--- config.mk ---
export PLATFORM = sky130hd
export DESIGN_NAME = sum_accumulator
export DESIGN_NICKNAME = d
export VERILOG_FILES = /design/src/rtl/sum_accumulator.sv
export SDC_FILE = /design/constraint.sdc
export NUM_CORES = 1
export LEC_CHECK = 0
export ABC_AREA = 1
export CAP_MARGIN = 40
export CORE_MARGIN = 4
export CORE_UTILIZATION = 50
export CTS_CLUSTER_SIZE = 12
export DETAILED_ROUTE_END_ITERATION = 16
export PLACE_DENSITY_LB_ADDON = 0.05
export SYNTH_ARGS = -nofsm -noshare
export SYNTH_HDL_FRONTEND = slang
export SYNTH_SLANG_ARGS = --single-unit
--- constraint.sdc ---
create_clock -name i_clk -period 2.9 [get_ports i_clk]
set_input_delay 0.435 -clock i_clk [delete_from_list [all_inputs] [get_ports i_clk]]
set_output_delay 0.435 -clock i_clk [all_outputs]
set_load 0.01 [all_outputs]
--- src/rtl/sum_accumulator.sv ---
// Accumulates SAMPLES 4-bit sums into a saturating ACC_WIDTH total,
// then holds the result until downstream takes it.
module sum_accumulator #(
    parameter int SAMPLES   = 4,
    parameter int ACC_WIDTH = 8
) (
    input  logic                 i_clk,
    input  logic                 i_rst,
    input  logic [3:0]           i_sum_state,
    input  logic                 i_sum_valid,
    output logic                 o_sum_ready,
    output logic [ACC_WIDTH-1:0] o_result,
    output logic                 o_result_valid,
    input  logic                 i_result_ready,
    output logic                 o_overflow
);

    typedef enum logic [1:0] {
        IDLE,
        ACCUM,
        HOLD
    } state_t;

    localparam logic [7:0] LAST = 8'(SAMPLES);

    state_t               state;
    state_t               state_nxt;
    logic [ACC_WIDTH-1:0] acc;
    logic [ACC_WIDTH-1:0] acc_nxt;
    logic [7:0]           count;
    logic [7:0]           count_nxt;
    logic                 flag;
    logic                 flag_nxt;
    logic                 accept;
    logic [ACC_WIDTH:0]   sum;

    assign o_sum_ready = (state != HOLD);
    assign accept      = i_sum_valid && o_sum_ready;
    // One spare bit catches the carry that triggers saturation.
    assign sum = {1'b0, acc} + {{(ACC_WIDTH-3){1'b0}}, i_sum_state};

    always_ff @(posedge i_clk) begin
        if (i_rst) begin
            state <= IDLE;
            acc   <= '0;
            count <= '0;
            flag  <= 1'b0;
        end else begin
            state <= state_nxt;
            acc   <= acc_nxt;
            count <= count_nxt;
            flag  <= flag_nxt;
        end
    end

    always_comb begin
        state_nxt = state;
        acc_nxt   = acc;
        count_nxt = count;
        flag_nxt  = flag;
        unique case (state)
            IDLE: begin
                if (accept) begin
                    acc_nxt   = ACC_WIDTH'(i_sum_state);
                    count_nxt = 8'd1;
                    state_nxt = (LAST == 8'd1) ? HOLD : ACCUM;
                end
            end
            ACCUM: begin
                if (accept) begin
                    if (sum[ACC_WIDTH]) begin
                        acc_nxt  = '1;
                        flag_nxt = 1'b1;
                    end else begin
                        acc_nxt = sum[ACC_WIDTH-1:0];
                    end
                    count_nxt = count + 8'd1;
                    if (count_nxt == LAST) begin
                        state_nxt = HOLD;
                    end
                end
            end
            HOLD: begin
                if (i_result_ready) begin
                    state_nxt = IDLE;
                    acc_nxt   = '0;
                    count_nxt = '0;
                    flag_nxt  = 1'b0;
                end
            end
            default: begin
                state_nxt = IDLE;
            end
        endcase
    end

    // Outputs derive from the registered state, so valid lags the last sample by one cycle.
    assign o_result_valid = (state == HOLD);
    assign o_result       = o_result_valid ? acc : '0;
    assign o_overflow     = o_result_valid && flag;

endmodule

==> results of run 1 <==
==> final cells by class <==
type	instances	area (um^2)
fill	261	958
multi-input combinational	155	833
sequential	19	380
timing repair buffer	19	188
inverter	38	143
tap	30	37.5
clock buffer	3	22.5
clock inverter	1	5.00
==> final timing paths <==
check                 to  startpoint
max          o_result[0]    state[0]
min                 flag        flag
max reg2reg       acc[4]    state[0]
min reg2reg         flag        flag
==> tightest hold or removal path, stage by stage, from the launching register on <==
cell,delay (ns)
dfxtp_1,0.33
inv_1,0.05
a21oi_1,0.05
==> where the power goes <==
group / switching [W] / internal (W) / total [W]
clock network: 0.0000899 / 0.0000515 / 0.000141
registers: 0.0000127 / 0.000274 / 0.000286
logic: 0.0000792 / 0.0000479 / 0.000127
==> metrics by stage <==
stage / setup slack, ns / utilization
global placement: 0.688 / 0.616
floorplan: 1.20 / -
CTS: 0.451 / 0.627
detailed placement: 0.552 / 0.616
global route: 0.290 / 0.627
finish: 0.448 / 0.627
==> cell families after synthesis <==
kind of cell,share of synthesized area
flip-flops,0.275
XOR/XNOR,0.00633
AO/OA/AOI/OAI,0.137
buffers and inverters,0.123
adder cells (fa/ha/maj),0.105
AND/OR/NAND/NOR,0.354
==> synth_stat cells, drive strengths merged <==
cell | number | area, um^2
o21bai | 1 | 11.3
buf | 3 | 20.0
clkinv | 1 | 3.75
ha | 10 | 125
o211ai | 1 | 7.51
a21oi | 15 | 75.1
o21a | 1 | 7.51
nand4 | 2 | 12.5
inv | 37 | 139
a22oi | 2 | 15.0
fa | 1 | 20.0
nand3 | 20 | 120
xor2 | 1 | 8.76
dfxtp | 19 | 380
nand2 | 73 | 287
clkbuf | 2 | 7.51
nor2 | 14 | 70.1
o21ai | 11 | 55.1
a31oi | 3 | 18.8
==> cells in the final DEF (no fill, tap or decap), types with 2 or more instances in the layout <==
cell / Yosys / layout
nor2_2: 4 / 4
nand3_2: 4 / 4
a21oi_1: 15 / 15
a31oi_1: 3 / 3
inv_1: 36 / 36
o21ai_0: 9 / 9
clkdlybuf4s50_1: 0 / 18
nand2_2: 2 / 2
nand2_1: 70 / 70
a22oi_1: 2 / 2
o21ai_1: 2 / 2
nor2_1: 9 / 9
dfxtp_1: 19 / 19
ha_1: 10 / 10
nand3_1: 16 / 16
clkbuf_4: 0 / 3
nand4_1: 2 / 2
==> registers in the layout (all words and copies together), names as in the netlist <==
| name | count |
|---|---|
| state | 2 |
| count | 8 |
| flag | 1 |
| acc | 8 |
==> layer usage <==
metal,routed length (um),vias to the layer above,track usage
met2,1790,32,0.382
met1,1420,638,0.228
li1,-,717,-
met5,0,-,0
met3,89,6,0.0298
met4,38,0,0.0712
==> results.tsv, run 1 <==
metric	value	unit
Mapped Cells	217	
htree depth	1	
Netlist cell types	28	
Port Buffers	18	
pin count of the biggest net entering global routing	17	
Worst slew margin	0.634	
die width	60.6	um
Iter 0 DRT Violations	62	
internal reg-to-reg setup slack	0.73	ns
worst-path cell chain	inv_1, ha_1, nand2_1, inv_1, clkdlybuf4s50_1	
Final Critical Period	2.45	ns
placed instance count	261	
Critical-path top delay cell	clkdlybuf4s50_1	
FMAX	0.408	GHz
PwrDens	345	mW/mm^2
core box area	0.00257	mm^2
Peak VDD IR	0.000293	V
share of cells above drive strength 1	0.0809	
Critical Path RT	2.47	ns
fin crit share	0.846	
postcts setup bufs	0	
worst hold path depth	2	
Crit path largest cell delay	0.53	ns
number of cells on the critical path	5	
final hold vios	0	
CTS tree	yes	
WP data arrival	2.02	ns
Critical Path Most Common Cell	inv_1	
first-pass GRT wire length	5.61	mm
Avg Inst Size Synth	6.38	um^2
sequential fraction of the synthesis area	0.275	
measured slew at the worst slew-check pin	0.549	ns
FF+latch count, synth	19	
die area	0.00367	mm^2
total congestion overflow	0	
final hold slack	0.455	ns
Antenna diodes	0	
post-place instance area	0.00158	mm^2
Max-Cap Viols	0	
Crit. End Element	primary output	
post-CTS resize count	0	
fin. max-slew vios	0	
RSZ-0062 raised after global routing	false	
Worst-Skew Late Latency	0.31	ns
Starting Density	0.539	
Avg WL per Cell	12.6	um
Yosys warnings	0	
Total GRT Usage	0.202	
Vias/cell	5.26	
HPWL Detailed	2.49	mm
Num CTS Buffers	3	
Crit path max-delay family	buffers and inverters	
CTS root buf	clkbuf_4	
FF-to-FF path depth	10	
vias in the first global route	1304	
Routability Congestion	0.862	
startpoint types	flop	
synthesis-to-finish area growth	16.3	%
final setup fails	0	
CTS Buffer Depth	2	
synthesized cell area	0.00138	mm^2
Layout Nets	255	
worst clock skew	0.0101	ns
power consumption	0.000555	W
hold buffer count at cts	0	
Clk pin slew, worst setup/hold paths	0.12	ns
worst-path maximum fanout	13	
initial antenna violation count	0	
WP buf/inv	3	
Total Wirelength	3.34	mm
Post-DRT Antenna Nets	0	
DRC	0	
Setup Crit Path Kind	reg2out	
Finished Layout Cells	265	
total clock sinks	19	
num rows	18	
first-pass iteration count of the detailed router	4	
HP Class	reg2reg	
Ports	19	
status	complete, no violations	
TNS Setup	0	ns
chip height	60.6	um
cell area after layout	0.00161	mm^2
syn_nets	236	
Via Count	1393	
Leakage Power	0.779	nW
Note: power is estimated with default switching activity, not from simulation.
==> inputs of run 2 (changes only) <==
clock period = 2.4 ns   (was 2.9 ns; I/O delays follow)
==> run 2 against run 1 <==
  * Sequential share of layout area about the same
  * Largest power group unchanged
  * Non-clock buffer count unchanged
  * Global-route usage down 0.91 points
  * Clock skew down 0.0027 ns
  * Flip-flop and latch count unchanged
  * Combinational power up 20%
  * Critical path depth unchanged
  * Register-to-register slack worse by 0.34 ns
  * Final cell count unchanged
  * Setup slack worse by 0.26 ns
  * Largest cell class unchanged
  * Clock power up 17%
  * Critical path type unchanged
==> results.tsv, run 2 (same netlist as run 1, synthesis figures left out) <==
metric	value	unit	change
status	complete, no violations		
Starting Density	0.539		unchanged
Port Buffers	18		unchanged
worst-path maximum fanout	13		unchanged
fin crit share	0.922		
Peak VDD IR	0.000357	V	+22%
Psw	0.000214	W	+17%
FMAX	0.452	GHz	
htree depth	1		unchanged
area of the multi-input gates	836	um^2	+0.30%
hold_sp	flag		
Total Wirelength	3.23	mm	-3.2%
Clk pin slew, worst setup/hold paths	0.12	ns	about the same
Iter 0 DRT Violations	59		-4.8%
clock network fraction of design power	0.249		-0.006
first-pass iteration count of the detailed router	5		+1
core box area	0.00257	mm^2	unchanged
internal reg-to-reg setup slack	0.39	ns	-0.34 ns
Crit path largest cell delay	0.52	ns	about the same
Critical Path RT	2.04	ns	-0.43 ns
Critical Path Most Common Cell	inv_1		
die area	0.00367	mm^2	unchanged
TNS Setup	0	ns	unchanged
Avg WL per Cell	12.2	um	-3.2%
Setup Crit Path Kind	reg2out		
synthesis-to-finish area growth	16.5	%	
Total GRT Usage	0.193		-0.00914
vias in the first global route	1339		+2.7%
total congestion overflow	0		unchanged
hold buffer count at cts	0		unchanged
Reg power frac	0.522		+0.006
final setup fails	0		unchanged
placed instance count	261		unchanged
Routability Congestion	0.862		unchanged
Num CTS Buffers	3		unchanged
Via Count	1371		-1.6%
Final Critical Period	2.21	ns	
RSZ-0062 raised after global routing	false		
final hold vios	0		unchanged
total clock sinks	19		unchanged
Ports	19		unchanged
share of cells above drive strength 1	0.0851		+0.00426
Worst-Skew Late Latency	0.30	ns	about the same
FF-to-FF path depth	10		unchanged
HP Class	reg2reg		
Pint	0.000450	W	+21%
pin count of the biggest net entering global routing	17		unchanged
Crit path max-delay family	buffers and inverters		
Leakage Power	0.778	nW	-0.22%
Crit. End Element	primary output		
Top Registers	acc: 8 flops, count: 8 flops, state: 2 flops		
commonest non-fill, non-tap cell in the layout	nand2_1		
measured slew at the worst slew-check pin	0.365	ns	-0.184 ns
first-pass GRT wire length	5.40	mm	-3.8%
worst-path cell chain	inv_1, ha_2, nand2_1, inv_1, clkdlybuf4s50_1		
num rows	18		unchanged
chip height	60.6	um	unchanged
WP data arrival	1.85	ns	-0.17 ns
worst hold path depth	2		unchanged
Post-DRT Antenna Nets	0		unchanged
Layout Nets	255		unchanged
RR Startpoint	state[0]		
Max-Cap Viols	0		unchanged
CTS Buffer Depth	2		unchanged
HPWL Detailed	2.43	mm	-2.3%
CTS root buf	clkbuf_4		
Fillers	254		-2.7%
Antenna diodes	0		unchanged
Critical-path top delay cell	clkdlybuf4s50_1		
initial antenna violation count	0		unchanged
Vias/cell	5.17		-1.6%
DRC	0		unchanged
most frequent cells in the layout	nand2_1 (70), inv_1 (36), dfxtp_1 (19)		
power consumption	0.000664	W	+20%
Register Area	380	um^2	unchanged
Crit Reg-Reg Endpoint	acc[4]		
WP buf/inv	3		unchanged
final core utilization	0.628		+0.000974
hold path endpoint	flag		
die width	60.6	um	unchanged
Net Sw Frac	0.322		-0.00593
PwrDens	412	mW/mm^2	+19%
Finished Layout Cells	265		unchanged
CTS tree	yes		
worst clock skew	0.00736	ns	-0.00270 ns
fin. max-slew vios	0		unchanged
startpoint types	flop		
power share of the combinational group	0.229		about the same
Worst slew margin	0.756		+0.122
==> run 2: cell count changes in the layout (fill, tap and decap cells not counted) <==
cell / delta
ha_2: +1
ha_1: -1
==> run 2: repair_timing <==
action	4_1_cts	5_1_grt
setup buffers	0	0
resized for setup	0	1
setup endpoints to repair	0	9
==> run 2: layout make-up <==
| type | count | area share |
|---|---|---|
| Multi-Input combinational cell | 155 | 0.519 |
| Inverter | 38 | 0.0885 |
| Sequential cell | 19 | 0.236 |
| Tap cell | 30 | 0.0233 |
| Clock buffer | 3 | 0.0140 |
| Clock inverter | 1 | 0.00311 |
| Timing Repair Buffer | 19 | 0.116 |
==> run 2: tightest hold or removal path: cells and delay by family (launching register included) <==
kind | cells | cell delay [ns]
buffers and inverters | 1 | 0.05
AO/OA/AOI/OAI | 1 | 0.05
flip-flops | 1 | 0.33
==> run 2: layer usage <==
metal | global-route usage | wire (um) | up-vias | part of all wire
met1 | 0.203 | 1380 | 631 | 0.43
met5 | 0 | 0 | - | 0
li1 | - | - | 716 | -
met2 | 0.379 | 1730 | 20 | 0.53
met4 | 0.0805 | 30 | 0 | 0.0093
met3 | 0.0255 | 89 | 4 | 0.028
==> run 2: worst max-delay path by stage <==
stage	depth (start not counted)	to	from	slack (ns)
after floorplan	8	acc[6]	i_sum_state[0]	0.77
after global placement	9	acc[0]	i_sum_state[0]	0.26
after detailed placement	10	acc[6]	i_sum_state[0]	0.13
after CTS	5	o_result[0]	state[0]	0.01
after global routing	5	o_result[0]	state[0]	0.08
final	5	o_result[0]	state[0]	0.19
==> run 2: metrics by stage <==
step                      worst slack [ns]  hold slack [ns]  area (um^2)
after floorplan                      0.771            0.421         1380
after global placement               0.263            0.433         1580
after detailed placement             0.127            0.434         1580
after CTS                           0.0127            0.456         1610
after global routing                0.0798            0.487         1610
final                                0.187            0.454         1610
==> run 2: power by group through the flow <==
| stage | sequential (W) | clock, W | combinational (W) |
|---|---|---|---|
| 6_report | 0.000346 | 0.000165 | 0.000152 |
| 5_1_grt | 0.000348 | 0.000186 | 0.000173 |
| 4_1_cts | 0.000346 | 0.000174 | 0.000151 |
| 3_5_place_dp | 0.000353 | 0 | 0.000150 |
| 3_3_place_gp | 0.000352 | 0 | 0.000147 |
| 2_1_floorplan | 0.000349 | 0 | 0.000111 |
==> inputs of run 3 (changes only) <==
GPL_ROUTABILITY_DRIVEN = 0   (was default)
==> results of run 3 <==
Same layout as run 2: the final DEF is identical, and so are final timing and power.
